==> src/rtl/mem_bus_arbiter.sv <==
// Two-port (IF / MEM) arbiter for the single pulse-request / pulse-response core memory bus.
// MEM has priority; a starvation counter forces an IF grant after STARVE_LIMIT MEM wins.
module mem_bus_arbiter #(
  parameter int unsigned STARVE_LIMIT = 4
) (
  input  logic        clk,
  input  logic        rst,
  input  logic        if_request_enable,
  input  logic        if_mode,
  input  logic [31:0] if_addr,
  input  logic [31:0] if_wdata,
  input  logic [3:0]  if_wstrb,
  output logic        if_response_enable,
  output logic [31:0] if_data,
  input  logic        mem_request_enable,
  input  logic        mem_mode,
  input  logic [31:0] mem_addr,
  input  logic [31:0] mem_wdata,
  input  logic [3:0]  mem_wstrb,
  output logic        mem_response_enable,
  output logic [31:0] mem_data,
  output logic        bus_request_enable,
  output logic        bus_mode,
  output logic [31:0] bus_addr,
  output logic [31:0] bus_wdata,
  output logic [3:0]  bus_wstrb,
  input  logic        bus_response_enable,
  input  logic [31:0] bus_data,
  output logic        busy,
  output logic        owner,
  output logic        protocol_error
);

  localparam int unsigned DW = 32;
  localparam int unsigned CW = $clog2(STARVE_LIMIT + 1);

  typedef enum logic [1:0] {ST_IDLE, ST_ISSUE, ST_WAIT} state_t;

  typedef struct packed {
    logic          mode;
    logic [DW-1:0] addr;
    logic [DW-1:0] wdata;
    logic [3:0]    wstrb;
  } req_t;

  state_t        state_q, state_d;
  logic          if_pend_q, if_pend_d, mem_pend_q, mem_pend_d;
  req_t          if_slot_q, if_slot_d, mem_slot_q, mem_slot_d;
  req_t          bus_slot_q, bus_slot_d;
  logic [CW-1:0] starve_q, starve_d;
  logic          owner_q, owner_d, busy_q, busy_d, perr_q, perr_d;
  logic          bus_req_q, bus_req_d;
  logic          if_resp_q, if_resp_d, mem_resp_q, mem_resp_d;
  logic [DW-1:0] if_data_q, if_data_d, mem_data_q, mem_data_d;

  req_t if_in, mem_in, if_cur, mem_cur;
  logic done, if_out, mem_out, if_bad, mem_bad, if_acc, mem_acc;
  logic if_elig, mem_elig, can_grant, grant_if, grant_mem;

  assign if_in  = req_t'({if_mode, if_addr, if_wdata, if_wstrb});
  assign mem_in = req_t'({mem_mode, mem_addr, mem_wdata, mem_wstrb});

  // A port stops counting as outstanding at the edge its response is sampled.
  assign done    = (state_q != ST_IDLE) && bus_response_enable;
  assign if_out  = (state_q != ST_IDLE) && !owner_q && !bus_response_enable;
  assign mem_out = (state_q != ST_IDLE) && owner_q && !bus_response_enable;

  assign if_bad  = if_request_enable && (if_pend_q || if_out);
  assign mem_bad = mem_request_enable && (mem_pend_q || mem_out);
  assign if_acc  = if_request_enable && !if_bad;
  assign mem_acc = mem_request_enable && !mem_bad;

  assign if_elig  = if_pend_q || if_acc;
  assign mem_elig = mem_pend_q || mem_acc;
  assign if_cur   = if_pend_q ? if_slot_q : if_in;
  assign mem_cur  = mem_pend_q ? mem_slot_q : mem_in;

  assign can_grant = (state_q == ST_IDLE) || done;
  assign grant_if  = can_grant && if_elig && (!mem_elig || (starve_q == CW'(STARVE_LIMIT)));
  assign grant_mem = can_grant && mem_elig && !grant_if;

  // Next-state, slot, arbitration and response routing.
  always_comb begin
    state_d    = state_q;
    if_pend_d  = if_pend_q;
    mem_pend_d = mem_pend_q;
    if_slot_d  = if_slot_q;
    mem_slot_d = mem_slot_q;
    bus_slot_d = bus_slot_q;
    starve_d   = starve_q;
    owner_d    = owner_q;
    perr_d     = perr_q | if_bad | mem_bad;
    bus_req_d  = 1'b0;
    if_resp_d  = 1'b0;
    mem_resp_d = 1'b0;
    if_data_d  = if_data_q;
    mem_data_d = mem_data_q;

    case (state_q)
      ST_ISSUE: state_d = ST_WAIT;
      ST_WAIT:  state_d = ST_WAIT;
      default:  state_d = ST_IDLE;
    endcase

    if (done) begin
      state_d = ST_IDLE;
      if (owner_q) begin
        mem_resp_d = 1'b1;
        mem_data_d = bus_data;
      end else begin
        if_resp_d = 1'b1;
        if_data_d = bus_data;
      end
    end

    if (if_acc) begin
      if_pend_d = 1'b1;
      if_slot_d = if_in;
    end
    if (mem_acc) begin
      mem_pend_d = 1'b1;
      mem_slot_d = mem_in;
    end

    if (grant_if) begin
      state_d    = ST_ISSUE;
      bus_req_d  = 1'b1;
      owner_d    = 1'b0;
      bus_slot_d = if_cur;
      if_pend_d  = 1'b0;
    end else if (grant_mem) begin
      state_d    = ST_ISSUE;
      bus_req_d  = 1'b1;
      owner_d    = 1'b1;
      bus_slot_d = mem_cur;
      mem_pend_d = 1'b0;
    end

    if (grant_if || !if_elig) begin
      starve_d = '0;
    end else if (grant_mem) begin
      starve_d = starve_q + CW'(1);
    end

    busy_d = (state_d != ST_IDLE);
  end

  always_ff @(posedge clk) begin
    if (rst) begin
      state_q    <= ST_IDLE;
      if_pend_q  <= 1'b0;
      mem_pend_q <= 1'b0;
      if_slot_q  <= '0;
      mem_slot_q <= '0;
      bus_slot_q <= '0;
      starve_q   <= '0;
      owner_q    <= 1'b0;
      busy_q     <= 1'b0;
      perr_q     <= 1'b0;
      bus_req_q  <= 1'b0;
      if_resp_q  <= 1'b0;
      mem_resp_q <= 1'b0;
      if_data_q  <= '0;
      mem_data_q <= '0;
    end else begin
      state_q    <= state_d;
      if_pend_q  <= if_pend_d;
      mem_pend_q <= mem_pend_d;
      if_slot_q  <= if_slot_d;
      mem_slot_q <= mem_slot_d;
      bus_slot_q <= bus_slot_d;
      starve_q   <= starve_d;
      owner_q    <= owner_d;
      busy_q     <= busy_d;
      perr_q     <= perr_d;
      bus_req_q  <= bus_req_d;
      if_resp_q  <= if_resp_d;
      mem_resp_q <= mem_resp_d;
      if_data_q  <= if_data_d;
      mem_data_q <= mem_data_d;
    end
  end

  assign bus_request_enable  = bus_req_q;
  assign bus_mode            = bus_slot_q.mode;
  assign bus_addr            = bus_slot_q.addr;
  assign bus_wdata           = bus_slot_q.wdata;
  assign bus_wstrb           = bus_slot_q.wstrb;
  assign if_response_enable  = if_resp_q;
  assign if_data             = if_data_q;
  assign mem_response_enable = mem_resp_q;
  assign mem_data            = mem_data_q;
  assign busy                = busy_q;
  assign owner               = owner_q;
  assign protocol_error      = perr_q;

endmodule

==> config.mk <==
export PLATFORM = sky130hd
export DESIGN_NAME = mem_bus_arbiter
export DESIGN_NICKNAME = d
export VERILOG_FILES = /design/src/rtl/mem_bus_arbiter.sv
export SDC_FILE = /design/constraint.sdc
export NUM_CORES = 1
export LEC_CHECK = 0
export CAP_MARGIN = 10
export CORE_MARGIN = 5
export CORE_UTILIZATION = 53
export DETAILED_ROUTE_END_ITERATION = 10
export HOLD_SLACK_MARGIN = 0.12
export PLACE_DENSITY_LB_ADDON = 0.12
export RECOVER_POWER = 25
export SLEW_MARGIN = 20
export SYNTH_ARGS = -nofsm -noshare
export SYNTH_HDL_FRONTEND = slang
export SYNTH_SLANG_ARGS = --single-unit
==> constraint.sdc <==
create_clock -name clk -period 4.9 [get_ports clk]
set_input_delay 0.49 -clock clk [delete_from_list [all_inputs] [get_ports clk]]
set_output_delay 0.49 -clock clk [all_outputs]
set_load 0.02 [all_outputs]
==> flow_summary.yaml <==
run_status:
  status: "finished with violations"
  violations: "max-capacitance violations, max-slew violations"
die:
  fp.dieH_um: 162
  ios: 314
  start_util_pct: 54.0
  core-area_um2: 22800
  die_w_um: 162
  num_rows: 55
  die-area_um2: 26400
timing:
  fmax_ghz: 0.285
  relSlewSlack_pct: -25.6
  hold_viol_final: 0
  skew_ps: 11.1
  drv_slew: 86
  rsz0062_at_grt: "no"
  setup_viol_count_final: 0
  whs_ps: 387
  finalCriticalPeriod_ps: 3510
  finalSetupTns_ps: 0
  tightest_slew_ps: 1880
  timing.final.crit_share_pct: 71.6
clock_network:
  cts-htree-levels: 1
  cts-hold-fix-buffers: 0
  cts_setup_buffers: 0
  clock_path_buffers: 3
  cts_root_buf: "clkbuf_16"
  numCtsBuffers: 30
  clkSinkCount: 283
  insertion_delay_ps: 540
  clk_pin_slew_ps: 60
  cts_tree: "built"
  ctsResizeCount: 0
power_and_ir_drop:
  worst_ir_drop_vdd_mv: 0.254
  finalPower_uw: 5780
  power_density_nw_per_um2: 352
  power_leakage_uw: 0.00623
layout:
  layout.core_utilization_pct: 72.0
  final_layout_size_suffix_gt1_share_pct: 9.27
  final_nets: 1762
  nFillCells: 1784
  stdcell_area_um2: 16400
  final_common_cell: "dfxtp_1"
  area_growth_pct: 33.4
  final_cell_mix: "282 x dfxtp_1, 266 x nand2_1, 213 x clkdlybuf4s50_1"
routing:
  dr.pass1.iters: 6
  via_count: 11169
  wl_met2_mm: 17.9
  drtAntennaViolNets: 0
  via_per_inst: 5.80
  top_layer: "met4"
  wl_met3_mm: 2.90
  wl_met1_mm: 15.4
  wl_mm: 37.3
  drc: 0
  routedWlPerCell_um: 19.4
  drt_iter0_drc: 842
global_routing:
  grt_usage_pct: 26.5
  grt_pass1_wl_mm: 57.8
  antenna_found_initial: 6
  grt_pass1_vias: 10797
  grt_max_degree: 96
  grt_overflow_total: 0
run:
  maxCapViolCount: 2
synth:
  syn_nets: 1538
  syn_area_um2: 12300
  synth-seq-cells: 283
  async_flop_share_pct: 0
  syn_inst: 1360
  avgSynthCellArea_um2: 9.04
  synth_ff_type: "dfxtp_1"
  synth.distinct_cells: 42
  yosysWarnings: 0
  ys_seq_area_share_pct: 46.1
  synth_edf_count: 0
placed_design:
  place_congestion: 0.799
  dpl.hpwl_mm: 24.2
  portBuffers: 313
  place_area_um2: 15400
setup_path:
  path_class: "register to register"
  cp_max_fo: 95
  r2r_cells: 3
  critPathLaunchType: "register"
  cp.arrival_ps: 3930
  setup.worst_path.end_class: "register"
  cp.required_ps: 5320
min_path:
  hold_depth: 2
  hold_path_class: "primary input to register"
[layer usage]
layer / global-route usage [%] / up-vias
li1: - / 5343
met1: 33.2 / 5337
met2: 45.5 / 424
met3: 5.47 / 65
met4: 9.00 / 0
met5: 0 / -
[cell families (layout without fill, tap and decap cells)]
group,count (synthesis),after routing,synth area share [%]
compound gates,291,291,15.1
fa+ha+maj,3,3,0.305
buf+inv,147,395,5.31
flops,283,283,46.1
mux,207,207,17.6
other cells,0,6,0
simple gates,429,429,15.7
[cell type report]
type                    count  area [um2]  share of cell area [%]
diodes                      6        15.0                  0.0916
clock buffers              48         950                    5.79
clock inverters             8        41.3                   0.252
inverters                   9        36.3                   0.221
multi-input cells         930        6030                    36.7
flip-flops and latches    283        5670                    34.6
well taps                 313         392                    2.39
repair buffers            330        3270                    19.9
[worst paths after layout]
kind | startpoint | end | slack, ps
worst max register to register | if_pend_q | bus_wdata[16] | 1390
worst min register to register | if_data[17] | if_data[17] | 450
worst min-delay path | rst | if_slot_q[60] | 390
worst max-delay path | if_pend_q | bus_wdata[16] | 1390
[flip-flops by register name (all words and copies together) (netlist names), 2 cells and up]
name and flops:
state_q 2, if_slot_q 69, bus_wdata 32, mem_data 32, bus_addr 32, bus_wstrb 4, mem_slot_q 69, if_data 32
starve_q 3
[synth_stat cells, types with 2 or more instances]
| cell | n | area share, % |
|---|---|---|
| a21oi_1 | 136 | 5.5 |
| a221o_1 | 69 | 5.6 |
| and3_1 | 2 | 0.10 |
| buf_1 | 8 | 0.24 |
| buf_2 | 30 | 1.2 |
| buf_6 | 8 | 0.73 |
| clkbuf_1 | 91 | 2.8 |
| dfxtp_1 | 283 | 46 |
| ha_1 | 3 | 0.31 |
| inv_1 | 7 | 0.21 |
| mux2_2 | 69 | 6.3 |
| mux2i_1 | 138 | 11 |
| nand2_1 | 266 | 8.1 |
| nand3_1 | 71 | 2.9 |
| nor2_1 | 7 | 0.21 |
| nor3_1 | 4 | 0.16 |
| nor3b_1 | 2 | 0.12 |
| nor4_1 | 69 | 3.5 |
| o21ai_0 | 74 | 3.0 |
[stage by stage]
stage / setup WS, ps / std cells
2_1_floorplan: 2940 / 1360
3_3_place_gp: 1930 / 1865
3_5_place_dp: 1840 / 1865
4_1_cts: 2050 / 1921
5_1_grt: 1170 / 1927
6_report: 1390 / 1927
[worst max-delay path, cell delays in order, from the launching register on]
cell	delay (ps)
dfxtp_1	1580
buf_4	960
mux2_2	450
a221o_1	330
[power by group]
group / switching (uW) / leakage (uW) / internal, uW
Clock: 907 / 0.000500 / 1320
Combinational: 518 / 0.00341 / 466
Sequential: 101 / 0.00232 / 2470
Total: 1530 / 0.00623 / 4250
Power figures use the tool's default switching activity.
